--- config.mk ---
export PLATFORM = sky130hd
export DESIGN_NAME = fetch_redirect_unit_flat
export DESIGN_NICKNAME = d
export VERILOG_FILES = /design/src/rtl/cpu_pkg.sv /design/src/rtl/fetch_redirect_unit_if.sv /design/src/rtl/fetch_redirect_unit_pc_next_mux.sv /design/src/rtl/fetch_redirect_unit.sv /design/src/flat_wrapper.sv
export SDC_FILE = /design/constraint.sdc
export NUM_CORES = 1
export LEC_CHECK = 0
export BUFFER_PORTS_ARGS = -buffer_cell sky130_fd_sc_hd__buf_2
export CAP_MARGIN = 15
export CORE_AREA = 2 2 106 108
export CTS_BUF_LIST = sky130_fd_sc_hd__clkbuf_2 sky130_fd_sc_hd__clkbuf_4 sky130_fd_sc_hd__clkbuf_8
export DETAILED_ROUTE_END_ITERATION = 6
export DIE_AREA = 0 0 108 110
export PLACE_DENSITY = 0.77
export SLEW_MARGIN = 20
export SYNTH_ARGS = -nofsm -noshare
export SYNTH_HDL_FRONTEND = slang
export SYNTH_SLANG_ARGS = --single-unit
--- constraint.sdc ---
create_clock -name i_clk -period 2 [get_ports i_clk]
set_clock_uncertainty 0.15 [all_clocks]
set_input_delay 0.2 -clock i_clk [delete_from_list [all_inputs] [get_ports i_clk]]
set_output_delay 0.2 -clock i_clk [all_outputs]
set_load 0.01 [all_outputs]
--- src/rtl/cpu_pkg.sv ---
// -----------------------------------------------------------------------------
// cpu_pkg
// Shared CPU definitions used by the fetch stage and the branch control unit:
//   - pcsrc_e     : PC-source select codes driven by EX
//   - fsm_state_e : fetch sequencing states (run / debug halt / misalign trap)
//   - NOP_INSTR   : bubble instruction (ADDI x0,x0,0)
// -----------------------------------------------------------------------------
package cpu_pkg;

    typedef enum logic [1:0] {
        PCSRC_SEQ  = 2'b00,  // PC + 4
        PCSRC_BR   = 2'b01,  // PC + Imm (branch / JAL)
        PCSRC_JALR = 2'b10,  // rs1 + Imm (JALR)
        PCSRC_RSVD = 2'b11   // unused code, behaves as PCSRC_SEQ
    } pcsrc_e;

    typedef enum logic [1:0] {
        ST_RUN  = 2'b00,
        ST_HALT = 2'b01,
        ST_TRAP = 2'b10
    } fsm_state_e;

    localparam logic [31:0] NOP_INSTR = 32'h0000_0013;

endpackage

--- src/rtl/fetch_redirect_unit_if.sv ---
// -----------------------------------------------------------------------------
// fetch_redirect_unit_if
// Synchronous instruction-memory port between the fetch stage and the imem.
//   imem_addr : fetch address (fetch PC register)
//   imem_en   : read enable; when low the memory holds its output register
//   imem_data : registered read data, valid one cycle after an enabled read
// Modports: master = fetch stage, slave = instruction memory.
// -----------------------------------------------------------------------------
interface fetch_redirect_unit_if #(
    parameter int unsigned NB_PC    = 32,
    parameter int unsigned NB_INSTR = 32
);

    logic [NB_PC-1:0]    imem_addr;
    logic                imem_en;
    logic [NB_INSTR-1:0] imem_data;

    modport master (
        output imem_addr,
        output imem_en,
        input  imem_data
    );

    modport slave (
        input  imem_addr,
        input  imem_en,
        output imem_data
    );

endinterface

--- src/rtl/fetch_redirect_unit_pc_next_mux.sv ---
// -----------------------------------------------------------------------------
// pc_next_mux
// Combinational next-PC selection for the fetch stage.
//   i_pc            : current fetch PC
//   i_pcSrc         : PC-source select from EX (cpu_pkg::pcsrc_e encoding)
//   i_flush         : redirect request from EX
//   i_branch_target : PC + Imm target
//   i_jalr_target   : raw rs1 + Imm target
//   o_pc_seq        : i_pc + 4 (wraps modulo 2^NB_PC)
//   o_target        : effective redirect target
//   o_misaligned    : redirect to a target that is not 4-byte aligned
// -----------------------------------------------------------------------------
module pc_next_mux
    import cpu_pkg::*;
#(
    parameter int unsigned NB_PC = 32
) (
    input  logic [NB_PC-1:0] i_pc,
    input  logic [1:0]       i_pcSrc,
    input  logic             i_flush,
    input  logic [NB_PC-1:0] i_branch_target,
    input  logic [NB_PC-1:0] i_jalr_target,
    output logic [NB_PC-1:0] o_pc_seq,
    output logic [NB_PC-1:0] o_target,
    output logic             o_misaligned
);

    logic w_is_jump;

    // NOTE: every output gets a default before the case so no path leaves a
    // value unassigned; an unassigned path in always_comb infers a latch.
    always_comb begin
        o_pc_seq  = i_pc + NB_PC'(4);
        o_target  = o_pc_seq;
        w_is_jump = 1'b0;
        case (pcsrc_e'(i_pcSrc))
            PCSRC_BR: begin
                o_target  = i_branch_target;
                w_is_jump = 1'b1;
            end
            PCSRC_JALR: begin
                // JALR clears bit 0 of the sum; bit 1 is still checked below.
                o_target  = {i_jalr_target[NB_PC-1:1], 1'b0};
                w_is_jump = 1'b1;
            end
            default: begin
                o_target  = o_pc_seq;
                w_is_jump = 1'b0;
            end
        endcase
        o_misaligned = i_flush && w_is_jump && o_target[1];
    end

endmodule

--- src/rtl/fetch_redirect_unit.sv ---
// -----------------------------------------------------------------------------
// fetch_redirect_unit
// Instruction-fetch stage: owns the fetch PC, drives the synchronous imem,
// holds the IF/ID PC/valid register, inserts a NOP bubble on redirects, traps
// on misaligned redirect targets and sequences debug halt.
//   i_clk, i_rst      : clock (rising edge), asynchronous active-high reset
//   i_pcSrc, i_flush  : redirect select / request from EX
//   i_branch_target   : PC + Imm target
//   i_jalr_target     : raw rs1 + Imm target
//   i_stall           : load-use stall (hold everything, no fetch)
//   i_halt            : debug halt request (level)
//   imem              : imem port (address = fetch PC, enable, read data)
//   o_pc, o_pc_plus4  : IF/ID PC and PC + 4
//   o_instr, o_valid  : IF/ID instruction (NOP when not valid) and valid
//   o_halted          : in HALT or TRAP
//   o_misaligned      : sticky misaligned-target trap flag
// -----------------------------------------------------------------------------
module fetch_redirect_unit #(
    parameter int unsigned         NB_PC     = 32,
    parameter int unsigned         NB_INSTR  = 32,
    parameter logic [NB_PC-1:0]    RESET_PC  = '0,
    parameter logic [NB_INSTR-1:0] NOP_INSTR = cpu_pkg::NOP_INSTR
) (
    input  logic                  i_clk,
    input  logic                  i_rst,
    input  logic [1:0]            i_pcSrc,
    input  logic                  i_flush,
    input  logic [NB_PC-1:0]      i_branch_target,
    input  logic [NB_PC-1:0]      i_jalr_target,
    input  logic                  i_stall,
    input  logic                  i_halt,
    fetch_redirect_unit_if.master imem,
    output logic [NB_PC-1:0]      o_pc,
    output logic [NB_PC-1:0]      o_pc_plus4,
    output logic [NB_INSTR-1:0]   o_instr,
    output logic                  o_valid,
    output logic                  o_halted,
    output logic                  o_misaligned
);

    import cpu_pkg::*;

    fsm_state_e       r_state;
    fsm_state_e       w_state_next;
    logic [NB_PC-1:0] r_pc;        // fetch PC, address of the read in flight
    logic [NB_PC-1:0] r_if_pc;     // IF/ID PC
    logic             r_valid;     // IF/ID valid
    logic [NB_PC-1:0] w_pc_next;
    logic [NB_PC-1:0] w_if_pc_next;
    logic             w_valid_next;
    logic             w_imem_en;
    logic [NB_PC-1:0] w_pc_seq;
    logic [NB_PC-1:0] w_target;
    logic             w_misaligned;

    pc_next_mux #(.NB_PC(NB_PC)) u_pc_next_mux (
        .i_pc            (r_pc),
        .i_pcSrc         (i_pcSrc),
        .i_flush         (i_flush),
        .i_branch_target (i_branch_target),
        .i_jalr_target   (i_jalr_target),
        .o_pc_seq        (w_pc_seq),
        .o_target        (w_target),
        .o_misaligned    (w_misaligned)
    );

    // Rule priority in RUN: misaligned flush, flush, stall, halt, advance.
    // HALT and TRAP freeze all state; HALT leaves on the first low i_halt and
    // the following RUN cycle re-issues the read at the held fetch PC, so the
    // resumed stream starts with exactly one NOP and loses nothing.
    always_comb begin
        w_state_next = r_state;
        w_pc_next    = r_pc;
        w_if_pc_next = r_if_pc;
        w_valid_next = r_valid;
        w_imem_en    = 1'b0;
        case (r_state)
            ST_RUN: begin
                w_imem_en = !i_stall || i_flush;
                if (i_flush && w_misaligned) begin
                    w_state_next = ST_TRAP;
                    w_valid_next = 1'b0;
                end else if (i_flush) begin
                    w_pc_next    = w_target;
                    w_valid_next = 1'b0;
                end else if (i_stall) begin
                    // Hold; the imem keeps its output while disabled.
                end else if (i_halt) begin
                    w_state_next = ST_HALT;
                    w_valid_next = 1'b0;
                end else begin
                    w_if_pc_next = r_pc;
                    w_valid_next = 1'b1;
                    w_pc_next    = w_pc_seq;
                end
            end
            ST_HALT: begin
                if (!i_halt) begin
                    w_state_next = ST_RUN;
                end
            end
            ST_TRAP: begin
                // Left only by reset.
            end
            default: begin
                w_state_next = ST_TRAP;
            end
        endcase
    end

    // NOTE: state registers use non-blocking assignments so every register
    // samples pre-edge values regardless of statement order.
    always_ff @(posedge i_clk or posedge i_rst) begin
        if (i_rst) begin
            r_state <= ST_RUN;
            r_pc    <= RESET_PC;
            r_if_pc <= RESET_PC;
            r_valid <= 1'b0;
        end else begin
            r_state <= w_state_next;
            r_pc    <= w_pc_next;
            r_if_pc <= w_if_pc_next;
            r_valid <= w_valid_next;
        end
    end

    assign imem.imem_addr = r_pc;
    assign imem.imem_en   = w_imem_en;
    assign o_pc           = r_if_pc;
    assign o_pc_plus4     = r_if_pc + NB_PC'(4);
    assign o_valid        = r_valid;
    assign o_instr        = r_valid ? imem.imem_data : NOP_INSTR;
    assign o_halted       = (r_state != ST_RUN);
    assign o_misaligned   = (r_state == ST_TRAP);

endmodule
--- src/flat_wrapper.sv ---
// flat-port wrapper written by rule: the top's interface ports become plain ports
module fetch_redirect_unit_flat import cpu_pkg::*;
#(
    parameter int unsigned         NB_PC     = 32,
    parameter int unsigned         NB_INSTR  = 32,
    parameter logic [NB_PC-1:0]    RESET_PC  = '0,
    parameter logic [NB_INSTR-1:0] NOP_INSTR = cpu_pkg::NOP_INSTR
)
  (i_clk, i_rst, i_pcSrc, i_flush, i_branch_target, i_jalr_target, i_stall, i_halt, o_pc, o_pc_plus4, o_instr, o_valid, o_halted, o_misaligned, imem_imem_addr, imem_imem_en, imem_imem_data);
  fetch_redirect_unit_if #(.NB_PC(NB_PC), .NB_INSTR(NB_INSTR)) imem_i ();
  input  logic i_clk;
  input  logic i_rst;
  input  logic [1:0] i_pcSrc;
  input  logic i_flush;
  input  logic [NB_PC-1:0] i_branch_target;
  input  logic [NB_PC-1:0] i_jalr_target;
  input  logic i_stall;
  input  logic i_halt;
  output logic [NB_PC-1:0] o_pc;
  output logic [NB_PC-1:0] o_pc_plus4;
  output logic [NB_INSTR-1:0] o_instr;
  output logic o_valid;
  output logic o_halted;
  output logic o_misaligned;
  output wire logic [$bits(imem_i.imem_addr)-1:0] imem_imem_addr;
  output wire logic [$bits(imem_i.imem_en)-1:0] imem_imem_en;
  input wire logic [$bits(imem_i.imem_data)-1:0] imem_imem_data;
  assign imem_imem_addr = imem_i.imem_addr;
  assign imem_imem_en = imem_i.imem_en;
  assign imem_i.imem_data = imem_imem_data;
  fetch_redirect_unit #(.NB_PC(NB_PC), .NB_INSTR(NB_INSTR), .RESET_PC(RESET_PC), .NOP_INSTR(NOP_INSTR)) u_core (.i_clk(i_clk), .i_rst(i_rst), .i_pcSrc(i_pcSrc), .i_flush(i_flush), .i_branch_target(i_branch_target), .i_jalr_target(i_jalr_target), .i_stall(i_stall), .i_halt(i_halt), .imem(imem_i), .o_pc(o_pc), .o_pc_plus4(o_pc_plus4), .o_instr(o_instr), .o_valid(o_valid), .o_halted(o_halted), .o_misaligned(o_misaligned));
endmodule
Word-level counts from Yosys, hierarchy flattened
Index checks and enable logic that the tools add are counted.
Operators by class
  reduce and logical (&&, ||, !) cells: 12
  multiplexer cells: 17
  bitwise logic cells: 5
  add/sub/neg operators: 2
  eq/ne operators: 11
Operator list (count)
  32-bit 2-to-1 mux: 4
  32-bit by 3-bit adder with 32-bit output (second input constant): 2
  32-bit case mux with 2 select lines: 1
  3-bit by 2-bit != test with 1-bit output (second input constant): 4
  2-bit 2-to-1 mux: 5
  5-bit AND reduction: 2
  1-bit 2-to-1 mux: 6
  2-bit != test (second input constant): 3
  2-bit case mux with 3 select lines: 1
  1-bit inverter: 5
  2-bit by 1-bit equality test with 1-bit output (second input constant): 2
  2-bit equality test (second input constant): 2
  4-bit AND reduction: 1
  1-bit logical AND: 3
  2-bit logical NOT: 1
  2-bit AND reduction: 1
  2-bit nonzero test: 1
  2-bit OR reduction: 1
  1-bit logical NOT: 1
  1-bit logical OR: 1
Word-level totals
  output and inout bits: 132
  register bits after elaboration: 67
  input bits: 103

Longest topological paths before layout
  depth in word-level cells: 8
  gate-level depth with buffers: 9

Hierarchy
From an unflattened synthesis, not the netlist that was laid out.
Unflattened totals
  cell total of the unflattened synthesis: 564
  area total of the unflattened synthesis: 4998.5 um^2
Modules (own cells, without submodules)
  fetch_redirect_unit: cells an instance 347, times used 1, seq. area each 1676.6 um^2, area each 3603.5 um^2
  pc_next_mux: cells an instance 217, times used 1, seq. area each 0.0 um^2, area each 1395.1 um^2

Worst setup path before layout
OpenSTA, ideal clock, no wires.
  path kind: register to output
  start point: reg u_core.r_if_pc[5], in the netlist u_core.o_pc[5]
  end point: out o_pc_plus4[25]
  stages on the path, launching flop included: 6
  arrival: 1.560 ns
  setup slack: 0.090 ns
  path buffers: 0
  required time: 1.650 ns
  path through: dfrtp_1 -> and4_1 -> nand4_4 -> nor3_4 -> nand3_1 -> xnor2_1
Between the ends
  cells in the longest elaborated chain, start to end: 1
Ends and longest elaborated chain
  start, declared: RTL line fetch_redirect_unit.sv:46  | logic [NB_PC-1:0] r_if_pc;
  start signal, assigned: RTL line fetch_redirect_unit.sv:122  | r_if_pc <= w_if_pc_next;
  32-bit by 3-bit adder with 32-bit output: RTL line fetch_redirect_unit.sv:130  | assign o_pc_plus4 = r_if_pc + NB_PC'(4);
  end, declared: RTL line flat_wrapper.sv:20  | output logic [NB_PC-1:0] o_pc_plus4;
No other way between the ends.

Final worst setup path
  start point: reg u_core.r_if_pc[13], in the netlist u_core.o_pc[13]
  end point: out o_pc_plus4[28]
Same word-level chain as after synthesis.

==> metrics.md <==
| Metric | Value |
|---|---|
| CORE AREA | `10,700 um^2` |
| Maximum clock frequency | `0.4309 GHz` |
| Flip-flop and latch count after synthesis | `67` |
| Critical hold path startpoint | `i_jalr_target[28]` |
| Setup repair after global routing missed its margin | `true` |
| DR vias | `4,760` |
| Reg-to-reg critical path endpoint | `u_core.imem.imem_addr[25]` |
| Ys Warns | `0` |
| Max clock buf depth | `2` |
| End of the worst hold path | `u_core.imem.imem_addr[28]` |
| Count of flip-flops with a built-in enable after synthesis | `0` |
| Transition time at the pin with the least slew margin | `0.4121 ns` |
| I/O Buffers | `233` |
| Ant. Diodes | `0` |
| Tcrit/Tclk final | `116.0%` |
| GRT Util Overall | `25.00%` |
| Run status | `finished, violations left` |
| Kind of end point of the critical path | `output pin` |
| Drt initial violations | `385` |
| Global placer's final weighted congestion | `0.8497` |
| Tightest slew margin relative to the limit | `72.53%` |
| Die outline height | `110 um` |
| Nets | `834` |
| Endpoint arrival time on the critical path | `1.97 ns` |
| Required time worst endpoint | `1.65 ns` |
| Total clock sinks | `67` |
| Crit Reg-Reg Startpoint | `u_core.imem.imem_addr[9]` |
| Worst min path class | `in -> reg` |
| ANT nets after route | `0` |
| Worst-path clk slew | `0.07 ns` |
| Initial DRT Pass Iterations | `5` |
| Power density over cell area | `445.6 nW/um^2` |
| Leakage | `3.481 nW` |
| Seq/Total Area, Yosys | `37.90%` |
| Clock Latency Late Sink | `0.34 ns` |
| Power, Total | `2.900 mW` |
| Average vias per placed instance | `5.465` |
| Die Wd | `108 um` |
| Area of the die | `11,880 um^2` |
| Detailed placer's ending HPWL | `11.17 mm` |
| Post-Syn Area | `4424 um^2` |
| Combined buffer and inverter count along the critical path | `4` |
| Critical path class | `reg -> out` |
| Delay contributed by the slowest stage of the critical path | `0.36 ns` |
| Standard-cell rows | `38` |
| Final number of hold-violating endpoints | `0` |
| TritonCTS clock tree | `yes` |
| Post-synth ARST share | `100.0%` |
| Setup slack after layout | `-0.3206 ns` |
| Fin cells | `871` |
| Initial core utilization | `41.36%` |
| Cell Count Post-Placement | `839` |
| Post-Synthesis Net Count | `554` |
| Number of fill cells | `910` |
| Ordered cell list for the critical path | `and4_1 -> nand4_1 -> buf_6 -> buf_4 -> nor2_4 -> buf_6 -> nand3_1 -> xnor2_1 -> buf_2` |
| Number of distinct library cells after synthesis | `61` |
| Number of antenna violations at the first check in global routing | `0` |
| CTS HTree Levels | `3` |
| # IOs | `235` |
| Number of standard cells after synthesis | `447` |
| Wirelength per Cell | `17.23 um` |
| Via count of the first global-routing pass | `4,660` |
| Cell with the largest stage delay on the worst path | `sky130_fd_sc_hd__dfrtp_1` |
| Maximum Capacitance Violations | `0` |
| Layout cell share with drive strength beyond 1 | `53.90%` |
| Max-slew violations | `0` |
| Largest net degree at the start of global routing | `68` |
| Setup-violating endpoint count in the final report | `20` |
| Critical path's top delay family | `buffers and inverters` |
| Wire length of the first global-routing pass | `23.43 mm` |
| DRC violation count after routing | `0` |
| Cells on worst reg2reg path | `5` |
| Area grow syn2layout | `47.12%` |
| Worst IR Drop VDD | `0.3410 mV` |
| TNS Setup | `-4.784 ns` |
| Buffer type at the clock tree root | `sky130_fd_sc_hd__clkbuf_8` |
| Worst hold slack across all endpoints | `0.03368 ns` |
| Prevailing post-synth register cell | `sky130_fd_sc_hd__dfrtp_1` |
| Worst Hold Path Cells | `3` |
| CTS buffer count | `9` |
| Global route total overflow | `0` |
| Crit Path Max Fanout | `7` |
| Average cell area after synthesis | `9.898 um^2` |
| Total wire length after detailed routing | `15.00 mm` |
| Violated checks | `negative setup slack` |
| CP dominant cell by count | `sky130_fd_sc_hd__buf_6` |
| Register-to-register path setup slack | `0.11 ns` |
| Fin crit period | `2.321 ns` |
| Critical Path Source Type | `flip-flop` |
-- cell type report --
cell class              count  area (um^2)  area share [%]
well taps                 140        175.2           2.691
repair buffers            301         1749           26.87
inverters                  10        43.79          0.6728
multi-input cells         338         2669           41.00
clock buffers              10        137.6           2.115
clock inverters             5        53.80          0.8266
flip-flops and latches     67         1680           25.82
-- sequential cells by signal (all words and copies together), names as in the netlist --
signal,count
u_core.o_pc,32
u_core.imem.imem_addr,32
u_core.o_valid,1
u_core.r_state,2
-- tightest hold or removal path, cell delays in order --
cell and delay, ns:
sky130_fd_sc_hd__buf_2 0.08, sky130_fd_sc_hd__a221oi_1 0.07, sky130_fd_sc_hd__a21oi_1 0.13
-- timing repair --
item	4_1_cts	5_1_grt
pin swaps	9	15
hold buffers	3	0
setup endpoints to repair	21	58
endpoints found under the hold margin	69	0
resized for setup	13	21
buffers inserted	7	8
-- placed cells by master (no fill, tap or decap), drive strengths merged, types with 2 or more instances in the layout --
cell type    Yosys  layout
ha               4       4
clkinv           0       4
a41oi            5       5
a311oi           5       5
a21oi           22      22
o41ai            4       4
mux2            32      32
nand2b           5       5
and3            14      14
o22a            15      15
o21ai            7       7
and2            33      33
dlygate4sd3      0       3
clkbuf          13      10
xor2             7       7
dfrtp           67      67
o32a             3       3
a22oi            4       4
inv             10       9
nand4           10      10
xnor2           21      21
nand2           16      16
a31oi           14      14
o31ai            2       2
a221oi          22      22
nor2            32      32
nand3           27      27
a2bb2oi          2       2
nor3             8       8
and4             6       6
a221o            5       5
buf             19     298
-- power by group --
group | switching (mW) | internal [mW] | leakage (nW) | total, mW
combinational | 0.221 | 0.192 | 2.46 | 0.413
clock | 0.522 | 0.599 | 0.102 | 1.12
sequential | 0.0108 | 1.36 | 0.916 | 1.37
total | 0.753 | 2.15 | 3.48 | 2.90
-- routing by layer --
metal  wire [um]  track usage (%)  up-vias
met5           0                0        -
met4         265            7.692        0
met3         945            3.821       25
met2        7481            43.17      188
met1        6312            32.50     2296
li1            -                -     2251
-- logic make-up after synthesis --
logic type	after synthesis	share of synthesized area, %
AND/OR/NAND/NOR	155	21.69
XOR/XNOR	28	5.543
flip-flops	67	37.90
adder cells (fa/ha/maj)	4	1.131
multiplexers	32	8.229
buffers and inverters	42	4.553
AO/OA/AOI/OAI	119	20.96
-- cell usage after synthesis, types with 6 or more instances --
library cell	number	area share [%]
sky130_fd_sc_hd__a21oi_1	22	2.5
sky130_fd_sc_hd__a221oi_1	22	4.4
sky130_fd_sc_hd__a31oi_1	14	2.0
sky130_fd_sc_hd__and2_1	33	4.7
sky130_fd_sc_hd__and3_1	13	1.8
sky130_fd_sc_hd__and4_1	6	1.2
sky130_fd_sc_hd__buf_2	11	1.2
sky130_fd_sc_hd__buf_4	6	1.0
sky130_fd_sc_hd__clkbuf_1	13	1.1
sky130_fd_sc_hd__dfrtp_1	67	38
sky130_fd_sc_hd__inv_1	9	0.76
sky130_fd_sc_hd__mux2_2	31	7.9
sky130_fd_sc_hd__nand2_1	16	1.4
sky130_fd_sc_hd__nand3_1	22	2.5
sky130_fd_sc_hd__nand4_1	8	1.1
sky130_fd_sc_hd__nor2_1	29	2.5
sky130_fd_sc_hd__o22a_1	14	2.8
sky130_fd_sc_hd__xnor2_1	21	4.2
sky130_fd_sc_hd__xor2_1	7	1.4
-- worst max-delay path by stage --
stage | end | depth (start not counted) | start
4_1_cts | o_pc_plus4[24] | 9 | u_core.o_pc[3]
6_report | o_pc_plus4[28] | 9 | u_core.o_pc[13]
2_1_floorplan | o_pc_plus4[25] | 5 | u_core.o_pc[5]
3_5_place_dp | u_core.imem.imem_addr[6] | 9 | i_pcSrc[0]
5_1_grt | o_pc_plus4[28] | 9 | u_core.o_pc[2]
3_3_place_gp | u_core.imem.imem_addr[6] | 9 | i_pcSrc[0]
-- metrics by stage --
stage	setup WS, ns	area (um^2)	utilization, %
after floorplan	0.09040	4428	-
after global placement	-0.07401	6050	56.55
after detailed placement	-0.1084	6050	56.55
after CTS	-0.3236	6362	59.47
after global routing	-0.4296	6509	60.84
final	-0.3206	6509	60.84
Note: power is estimated with default switching activity, not from simulation.
